**src/rtl/bmp_saver_if.sv**
```systemverilog
// bmp_saver_if: SD block-write and SDRAM read-port signals between bmp_saver (master) and its environment (slave)
interface bmp_saver_if;
  logic        SD_Init_Complite;
  logic [31:0] SD_Addr_Block;
  logic [31:0] SD_SerialCount;
  logic        SD_Write;
  logic        SD_Enable;
  logic        SD_Complite;
  logic        SD_Fail;
  logic        SD_InPut_Data_Valid;
  logic [31:0] SD_InPut_Data_Addr;
  logic [31:0] SD_InPut_Data;
  logic        m_valid_read;
  logic        m_ready_read;
  logic [23:0] m_addr_read;
  logic        m_out_valid;
  logic [15:0] m_out_data;
  modport master (
    input  SD_Init_Complite, SD_Complite, SD_Fail, SD_InPut_Data_Valid, SD_InPut_Data_Addr,
           m_ready_read, m_out_valid, m_out_data,
    output SD_Addr_Block, SD_SerialCount, SD_Write, SD_Enable, SD_InPut_Data, m_valid_read, m_addr_read
  );
  modport slave (
    output SD_Init_Complite, SD_Complite, SD_Fail, SD_InPut_Data_Valid, SD_InPut_Data_Addr,
           m_ready_read, m_out_valid, m_out_data,
    input  SD_Addr_Block, SD_SerialCount, SD_Write, SD_Enable, SD_InPut_Data, m_valid_read, m_addr_read
  );
endinterface

```
**src/rtl/bmp_saver.sv**
```systemverilog
// bmp_saver: streams the SDRAM frame buffer to SD as a bottom-up 24-bit BMP file; BMP_SAVE_REPLICATE_EN widens nibbles to {n,n}
module bmp_saver #(
  parameter int IMG_WIDTH  = 640,
  parameter int IMG_HEIGHT = 480,
  parameter int RETRY_MAX  = 3
) (
  input  logic        clk,
  input  logic        rst,
  input  logic        BMPSave_En,
  input  logic [31:0] Start_Block,
  output logic        BMPSave_Busy,
  output logic        BMPSave_Complite,
  output logic        BMPSave_Fail,
  bmp_saver_if.master bus
);
  localparam int ROW   = (IMG_WIDTH * 3 + 3) / 4 * 4;
  localparam int IMG   = ROW * IMG_HEIGHT;
  localparam int FSIZE = 54 + IMG;
  localparam logic [1:0] PAD_N = 2'(ROW - IMG_WIDTH * 3);
  localparam logic [431:0] HDR = {64'd0, 32'd2835, 32'd2835, 32'(IMG), 32'd0, 16'd24, 16'd1,
    32'(IMG_HEIGHT), 32'(IMG_WIDTH), 32'd40, 32'd54, 32'd0, 32'(FSIZE), 8'h4D, 8'h42};
  localparam logic [3:0] IDLE = 4'd0, HEADER = 4'd1, PIX_REQ = 4'd2, PIX_WAIT = 4'd3, PIX_B = 4'd4,
    PIX_G = 4'd5, PIX_R = 4'd6, PAD = 4'd7, LAST = 4'd8, FLUSH = 4'd9, COMPLETE = 4'd10, FAIL = 4'd11;

  function automatic logic [7:0] expand(input logic [3:0] n);
`ifdef BMP_SAVE_REPLICATE_EN
    return {n, n};
`else
    return {n, 4'h0};
`endif
  endfunction

  logic [3:0]      state, nxt, ret;
  logic [8:0]      ptr;
  logic [7:0]      retry;
  logic [10:0]     h, v;
  logic [1:0]      pad;
  logic [11:0]     pix;
  logic            sd_en, we, last_col, row_done, unused_ok;
  logic [7:0]      wb;
  logic [3:0][7:0] mem [128];

  assign last_col = h == 11'(IMG_WIDTH - 1);
  assign row_done = pad == PAD_N;
  assign BMPSave_Busy = !(state inside {IDLE, COMPLETE, FAIL});
  assign BMPSave_Complite = state == COMPLETE;
  assign BMPSave_Fail = state == FAIL;
  assign bus.SD_Enable = sd_en;
  assign bus.SD_Write = sd_en;
  assign bus.SD_SerialCount = '0;
  assign bus.m_valid_read = state == PIX_REQ;
  assign bus.m_addr_read = {2'b00, v, h};
  assign unused_ok = ^{bus.SD_InPut_Data_Addr[31:7], bus.m_out_data[15:12]};

  always_comb begin
    we = state inside {HEADER, PIX_B, PIX_G, PIX_R} || (state == PAD && !row_done) || (state == LAST && ptr != 9'd0);
    wb = state == HEADER ? HDR[{ptr[5:0], 3'b000} +: 8] :
         state == PIX_B  ? expand(pix[11:8]) :
         state == PIX_G  ? expand(pix[7:4]) :
         state == PIX_R  ? expand(pix[3:0]) : 8'h00;
    nxt = state;
    case (state)
      IDLE:     nxt = BMPSave_En && bus.SD_Init_Complite ? HEADER : IDLE;
      HEADER:   nxt = ptr == 9'd53 ? PIX_REQ : HEADER;
      PIX_REQ:  nxt = bus.m_ready_read ? PIX_WAIT : PIX_REQ;
      PIX_WAIT: nxt = bus.m_out_valid ? PIX_B : PIX_WAIT;
      PIX_B:    nxt = PIX_G;
      PIX_G:    nxt = PIX_R;
      PIX_R:    nxt = last_col ? PAD : PIX_REQ;
      PAD:      nxt = !row_done ? PAD : v != 11'd0 ? PIX_REQ : LAST;
      LAST:     nxt = ptr == 9'd0 ? COMPLETE : LAST;
      default:  nxt = state;
    endcase
  end

  always_ff @(posedge clk)
    if (we && !rst) mem[ptr[8:2]][ptr[1:0]] <= wb;

  // a byte landing at 511 diverts to FLUSH; ret remembers where the byte stream resumes
  always_ff @(posedge clk) begin
    if (rst) begin
      state <= IDLE;
      ret <= IDLE;
      ptr <= '0;
      retry <= '0;
      h <= '0;
      v <= '0;
      pad <= '0;
      pix <= '0;
      sd_en <= 1'b0;
      bus.SD_Addr_Block <= '0;
      bus.SD_InPut_Data <= '0;
    end else begin
      if (bus.SD_InPut_Data_Valid) bus.SD_InPut_Data <= mem[bus.SD_InPut_Data_Addr[6:0]];
      if (state == FLUSH) begin
        if (sd_en && bus.SD_Complite) begin
          sd_en <= 1'b0;
          bus.SD_Addr_Block <= bus.SD_Addr_Block + 32'd1;
          retry <= '0;
          state <= ret;
        end else if (sd_en && bus.SD_Fail) begin
          sd_en <= 1'b0;
          retry <= retry + 8'd1;
          if (retry == 8'(RETRY_MAX)) state <= FAIL;
        end else sd_en <= 1'b1;
      end else begin
        state <= we && ptr == 9'd511 ? FLUSH : nxt;
        ret <= nxt;
        if (we) ptr <= ptr + 9'd1;
        if (state == IDLE && nxt == HEADER) begin
          bus.SD_Addr_Block <= Start_Block;
          v <= 11'(IMG_HEIGHT - 1);
          h <= '0;
          ptr <= '0;
        end
        if (state == PIX_WAIT && bus.m_out_valid) pix <= bus.m_out_data[11:0];
        if (state == PIX_R && !last_col) h <= h + 11'd1;
        if (state == PAD) begin
          pad <= row_done ? 2'd0 : pad + 2'd1;
          if (row_done) h <= '0;
          if (row_done && v != 11'd0) v <= v - 11'd1;
        end
      end
    end
  end
endmodule

```
**src/flat_wrapper.sv**
```systemverilog
// flat-port wrapper written by rule: the top's interface ports become plain ports
module bmp_saver_flat 
#(
  parameter int IMG_WIDTH  = 640,
  parameter int IMG_HEIGHT = 480,
  parameter int RETRY_MAX  = 3
)
  (clk, rst, BMPSave_En, Start_Block, BMPSave_Busy, BMPSave_Complite, BMPSave_Fail, bus_SD_Init_Complite, bus_SD_Complite, bus_SD_Fail, bus_SD_InPut_Data_Valid, bus_SD_InPut_Data_Addr, bus_m_ready_read, bus_m_out_valid, bus_m_out_data, bus_SD_Addr_Block, bus_SD_SerialCount, bus_SD_Write, bus_SD_Enable, bus_SD_InPut_Data, bus_m_valid_read, bus_m_addr_read);
  bmp_saver_if bus_i ();
  input  logic clk;
  input  logic rst;
  input  logic BMPSave_En;
  input  logic [31:0] Start_Block;
  output logic BMPSave_Busy;
  output logic BMPSave_Complite;
  output logic BMPSave_Fail;
  input wire logic [$bits(bus_i.SD_Init_Complite)-1:0] bus_SD_Init_Complite;
  input wire logic [$bits(bus_i.SD_Complite)-1:0] bus_SD_Complite;
  input wire logic [$bits(bus_i.SD_Fail)-1:0] bus_SD_Fail;
  input wire logic [$bits(bus_i.SD_InPut_Data_Valid)-1:0] bus_SD_InPut_Data_Valid;
  input wire logic [$bits(bus_i.SD_InPut_Data_Addr)-1:0] bus_SD_InPut_Data_Addr;
  input wire logic [$bits(bus_i.m_ready_read)-1:0] bus_m_ready_read;
  input wire logic [$bits(bus_i.m_out_valid)-1:0] bus_m_out_valid;
  input wire logic [$bits(bus_i.m_out_data)-1:0] bus_m_out_data;
  output wire logic [$bits(bus_i.SD_Addr_Block)-1:0] bus_SD_Addr_Block;
  output wire logic [$bits(bus_i.SD_SerialCount)-1:0] bus_SD_SerialCount;
  output wire logic [$bits(bus_i.SD_Write)-1:0] bus_SD_Write;
  output wire logic [$bits(bus_i.SD_Enable)-1:0] bus_SD_Enable;
  output wire logic [$bits(bus_i.SD_InPut_Data)-1:0] bus_SD_InPut_Data;
  output wire logic [$bits(bus_i.m_valid_read)-1:0] bus_m_valid_read;
  output wire logic [$bits(bus_i.m_addr_read)-1:0] bus_m_addr_read;
  assign bus_i.SD_Init_Complite = bus_SD_Init_Complite;
  assign bus_i.SD_Complite = bus_SD_Complite;
  assign bus_i.SD_Fail = bus_SD_Fail;
  assign bus_i.SD_InPut_Data_Valid = bus_SD_InPut_Data_Valid;
  assign bus_i.SD_InPut_Data_Addr = bus_SD_InPut_Data_Addr;
  assign bus_i.m_ready_read = bus_m_ready_read;
  assign bus_i.m_out_valid = bus_m_out_valid;
  assign bus_i.m_out_data = bus_m_out_data;
  assign bus_SD_Addr_Block = bus_i.SD_Addr_Block;
  assign bus_SD_SerialCount = bus_i.SD_SerialCount;
  assign bus_SD_Write = bus_i.SD_Write;
  assign bus_SD_Enable = bus_i.SD_Enable;
  assign bus_SD_InPut_Data = bus_i.SD_InPut_Data;
  assign bus_m_valid_read = bus_i.m_valid_read;
  assign bus_m_addr_read = bus_i.m_addr_read;
  bmp_saver #(.IMG_WIDTH(IMG_WIDTH), .IMG_HEIGHT(IMG_HEIGHT), .RETRY_MAX(RETRY_MAX)) u_core (.clk(clk), .rst(rst), .BMPSave_En(BMPSave_En), .Start_Block(Start_Block), .BMPSave_Busy(BMPSave_Busy), .BMPSave_Complite(BMPSave_Complite), .BMPSave_Fail(BMPSave_Fail), .bus(bus_i));
endmodule
```
**config.mk**
```make
export PLATFORM = sky130hd
export DESIGN_NAME = bmp_saver_flat
export DESIGN_NICKNAME = d
export VERILOG_FILES = /design/src/rtl/bmp_saver_if.sv /design/src/rtl/bmp_saver.sv /design/src/flat_wrapper.sv
export SDC_FILE = /design/constraint.sdc
export NUM_CORES = 2
export LEC_CHECK = 0
export CORE_ASPECT_RATIO = 0.5
export CORE_MARGIN = 2
export CORE_UTILIZATION = 45
export CTS_CLUSTER_DIAMETER = 150
export DETAILED_ROUTE_END_ITERATION = 6
export GPL_TIMING_DRIVEN = 0
export SETUP_SLACK_MARGIN = 0.1
export SYNTH_ARGS = -nofsm -noshare
export SYNTH_HDL_FRONTEND = slang
export SYNTH_SLANG_ARGS = --single-unit
```
**constraint.sdc**
```tcl
create_clock -name clk -period 64.1 [get_ports clk]
set_clock_uncertainty 0.15 [all_clocks]
set_input_delay 12.82 -clock clk [delete_from_list [all_inputs] [get_ports clk]]
set_output_delay 12.82 -clock clk [all_outputs]
set_load 0.05 [all_outputs]
```
Word level (Yosys, flattened, before mapping)
Memory sizes are Yosys's and may differ from the RTL's. A register that Yosys moved wholly into a read port is not among the register bits.
Index checks and enable logic that the tools add are counted.
Widths: inputs -> output; s select.
{"block": "totals", "in_bits": 89, "ramBits": 4096, "reg_bits": 94, "memories": 1, "out_inout_bits": 126}
{"block": "op_classes", "eq_ne": 19, "mux": 39, "addsub": 6, "n_reduce_logical": 34, "bitwise": 1, "n_lt_le_gt_ge": 2, "n_shift": 1}
{"name": "u_core.mem", "depth": 128, "width": 32, "rd": 1, "rd_clocked_by_memory_dff": 1, "write_ports": 1, "line": "bmp_saver.sv:41", "source": "logic [3:0][7:0] mem [128];"}
{"operator": "$shiftx 432x10->8 const A", "n": 1}
{"operator": "$mux 32", "n": 4}
{"operator": "$mux 11", "n": 7}
{"operator": "$mux 8", "n": 7}
{"operator": "$pmux 4 s9", "n": 1}
{"operator": "$add 32x1->32 const B", "n": 1}
{"operator": "$mux 4", "n": 7}
{"operator": "$mux 9", "n": 2}
{"operator": "$demux 8 s2", "n": 1}
{"operator": "$eq 4x3->1 const B", "n": 4}
{"operator": "$eq 4x4->1 const B", "n": 4}
{"operator": "$logic_and 1x1->1", "n": 12}
{"operator": "$reduce_and 2->1", "n": 6}
{"operator": "$add 11x1->11 const B", "n": 1}
{"operator": "$eq 11x10->1 const B", "n": 1}
{"operator": "$reduce_bool 11->1", "n": 1}
{"operator": "$sub 11x1->11 const B", "n": 1}
{"operator": "$add 9x1->9 const B", "n": 1}
{"operator": "$eq 9x6->1 const B", "n": 1}
{"operator": "$eq 9x9->1 const B", "n": 1}
{"operator": "$logic_not 9->1", "n": 1}
{"operator": "$reduce_bool 9->1", "n": 1}
{"operator": "$add 8x1->8 const B", "n": 1}
{"operator": "$eq 4x1->1 const B", "n": 2}
{"operator": "other kinds (18)", "n": 33}

Longest topological paths before layout
{"block": "logic_depth", "word_depth": 10, "mapped_depth": 10, "depth_no_buf": 7}

Worst setup path before layout
OpenSTA, ideal clock, no wires.
{"block": "synth_path", "kind": "flip-flop to flip-flop", "startpoint": "reg u_core.ptr[3]", "endpoint": "mem u_core.mem[0][12] in the netlist's numbering (data pin)", "path_slack_ps": 10353, "t_required_ps": 55228, "path_stages_with_launch": 7, "n_path_buf": 2, "setup_ps": 8722, "t_arrival_ps": 44875, "path_cell_list": "dfxtp_1 clkbuf_1 and3_1 clkbuf_1 a32o_1 a21oi_1 a2111oi_0"}
{"block": "synth_via", "elab_chain_len": 2}
{"item": "from (decl)", "line": "bmp_saver.sv:34", "source": "logic [8:0] ptr;"}
{"item": "from (signal assigned)", "line": "bmp_saver.sv:109", "source": "if (we) ptr <= ptr + 9'd1;"}
{"item": "$shiftx 432x10->8", "line": "bmp_saver.sv:57", "source": "wb = state == HEADER ? HDR[{ptr[5:0], 3'b000} +: 8] :"}
{"item": "$mux 8", "line": "bmp_saver.sv:57"}
{"item": "via u_core.wb[4]", "line": "bmp_saver.sv:40", "source": "logic [7:0] wb;"}
{"item": "to (decl)", "line": "bmp_saver.sv:41"}
The timed path passes the listed nets, and every way through them passes these cells.

==> results.tsv <==
stage	metric	value	unit
synth	ys_warn_count	0	
clock_network	cts_buffer_depth	4	
clock_network	numCtsBuffers	377	
power	power	5.59	mW
synth	syn_inst	8622	
timing	grt_setup_unrepaired	false	
worst_setup_path	crit_fanout	10	
timing	worstMarginPinSlew	1.71	ns
timing	fin_crit_sh	27.3	%
clock_network	cts_hold_buf	0	
worst_setup_path	critPathArrivalTime	18.13	ns
clock_network	cts_root_buffer	clkbuf_16	
final_layout	stdcell_count	14700	
synth	synth-main-ff-cell	edfxtp_1	
floorplan	ios	215	
final_layout	layout-drive-gt1-share	22.0	%
timing	fin_ws	46.59	ns
status	violations	capacitance limit, slew limit	
timing	finalSetupViolCount	0	
placement	io_buffers	148	
grt	overflow	0	
clock_network	post_cts_buffers	0	
floorplan	fp-row-count	158	
routing	highest_layer	met5	
placement	place_ws	45.47	ns
placement	place_area	0.178	mm²
floorplan	fp.dieArea	0.376	mm²
final_layout	n_fill_cell	29600	
routing	drtAntennaViolNets	0	
job	drv_cap	6	
clock_network	clk_latency	1.00	ns
routing	totalWireLength	566000	µm
clock_network	cts_tree	built	
grt	grt_max_degree	93	
synth	synth-edff-count	4096	
floorplan	dieHeight	435	µm
placement	placed_cells	14000	
timing	period_minus_slack	17.51	ns
timing	max_clock_freq	57.1	MHz
power	vdd_ir_drop_max	0.0248	mV
routing	drc	0	
final_layout	stdcell_area	0.189	mm²
floorplan	coreArea	0.370	mm²
timing	maxSlewViolCount	45	
synth	synthesis.area	0.167	mm²
grt	grt_pass1_vias	88300	
synth	synth_cell_types	83	
clock_network	clkSinkCount	4222	
synth	synthArstFlopShare	0	%
routing	num_vias	94800	
routing	drtIter0Drc	16900	
synth	synth-seq-area-share	75.2	%
routing	drt_pre_antenna_iters	6	
placement	globalplace.congestion	0.983	
routing	detail_route.wl_per_cell	38.5	µm
clock_network	postCtsResizedCells	0	
clock_network	cts.clk_slew.worst_paths	0.07	ns
clock_network	htree_levels	5	
final_layout	final_util	51.2	%
worst_setup_path	worstSetupStartpointType	input port	
floorplan	die_x	865	µm
worst_setup_path	endpoint_kind	register	
grt	grt_pass1_wl	753000	µm
synth	synth-seq-cells	4222	
power	power.density	29.5	mW/mm²
final_layout	syn_to_final_growth	13.5	%
min_path	min_path_type	reg2reg	
timing	timing.setup.tns	0	ns
status	outcome	complete, but fails checks	
timing	hold_viol	0	
timing	maxSlewHeadroom	-15.1	%
routing	wl_met1	223000	µm
placement	dp_hpwl	403000	µm
grt	grt_usage	29.4	%
grt	antenna_found_initial	79	
routing	viasPerCell	6.46	
timing	hold_ws	0.322	ns
routing	met3_length	81000	µm
floorplan	initial_core_util	45.1	%
worst_setup_path	critical_path_class	in2reg	
routing	met2_length	235000	µm
power	leakage	61.9	nW
worst_setup_path	cp.required	64.72	ns
synth	avgSynthCellArea	19.4	µm²
final_layout	nets	9484	
## kinds of logic (layout without fill, tap and decap cells)
| logic type | after synthesis | after routing | share of synthesized area, % |
|---|---|---|---|
| flops | 4222 | 4222 | 75.2 |
| mux | 1533 | 1533 | 14.9 |
| simple gates | 1241 | 1241 | 3.35 |
| compound gates | 999 | 999 | 4.31 |
| buf+inv | 605 | 1616 | 2.12 |
| fa+ha+maj | 14 | 14 | 0.105 |
| xor+xnor | 7 | 7 | 0.0367 |
| other cells | 1 | 95 | 0.00225 |
## report_power, final
part	total, mW	switching, mW	internal (mW)
logic	0.328	0.227	0.101
registers	3.02	0.00658	3.02
clock network	2.24	1.04	1.20
## cell usage in the layout, fill, tap and decap left out, types with 30 or more instances in the layout
cell                n
a22o_1             35
mux2i_1           587
buf_4             176
a2111oi_2          32
o31ai_1            33
buf_6             129
conb_1             34
clkinv_1           74
dfxtp_1           126
a211oi_1           46
clkbuf_16         382
nand4_1            78
mux4_2            740
o21ai_0            88
mux2_2            206
nor2b_1            46
clkinv_2           66
a22oi_1           142
o22ai_1           193
buf_12             39
nor2_1            617
o21ai_1            47
buf_2             198
clkdlybuf4s50_1   148
nand2_1           239
edfxtp_1         4096
o211ai_1           66
a21oi_1            98
o22a_1             62
a221oi_1           30
clkbuf_1          256
nand3_1            42
diode_2            61
nor3_1             73
## cells in the mapped netlist, drive strengths merged, types with 15 or more instances
cell type	instances	area, µm²
o41ai	29	254
nor2b	46	288
mux4	740	16700
a22o	37	324
inv	21	78.8
o22ai	193	1210
mux2	206	2320
a22oi	142	1070
nand4	78	488
o31ai	33	248
edfxtp	4096	123000
nand2	239	897
a32oi	29	254
o22a	62	543
o21ai	135	676
dfxtp	126	2520
clkbuf	191	728
o211ai	66	495
nand3	46	250
a2111oi	37	507
mux2i	587	5880
buf	393	2720
nor2	624	2340
nand2b	16	100
nor3	91	460
a31oi	15	109
a221oi	30	263
a211oi	46	345
a21oi	99	495
## state kept, by name, indices dropped and copies added (netlist names)
signal and flops:
u_core.bus.SD_Addr_Block 32, u_core.bus.SD_Enable 1, u_core.bus.SD_InPut_Data 32, u_core.h 11, u_core.mem 4096, u_core.pad 2
u_core.pix 12, u_core.ptr 9, u_core.ret 4, u_core.retry 8, u_core.state 4, u_core.v 11
## final timing paths
path                                                start                          end  slack [ns]  depth (start not counted)
worst max register to register              u_core.ptr[3]           u_core.mem[45][20]       58.50                         17
worst min-delay path                        u_core.ret[1]                u_core.ret[1]        0.32                          2
worst max-delay path            bus_SD_InPut_Data_Addr[2]  u_core.bus.SD_InPut_Data[7]       46.59                          9
worst min register to register              u_core.ret[1]                u_core.ret[1]        0.32                          2
## worst max-delay path: stages
cell and delay [ns]:
clkdlybuf4s50_1 0.69, buf_2 0.70, buf_2 0.62, nor2_2 0.37
clkbuf_2 0.54, a22oi_1 0.72, a21oi_1 0.37, nor3_1 1.06
a2111oi_2 0.17
## layer usage
| metal | vias to the layer above | GRT usage, % |
|---|---|---|
| met4 | 20 | 12.4 |
| met2 | 6832 | 40.7 |
| met1 | 50000 | 41.5 |
| met3 | 1087 | 11.5 |
| li1 | 36900 | - |
| met5 | - | 0.479 |
## final cells by class
class	instances	area (µm²)	share of cell area, %
sequential	4222	126000	66.3
inverter	21	78.8	0.0416
timing repair buffer	347	4200	2.22
antenna	61	153	0.0806
multi-input combinational	3828	38200	20.2
buffer	584	3480	1.84
clock inverter	192	1710	0.903
tap	4960	6210	3.28
clock buffer	472	9930	5.24
No activity file was read; power rests on OpenSTA's default activity.
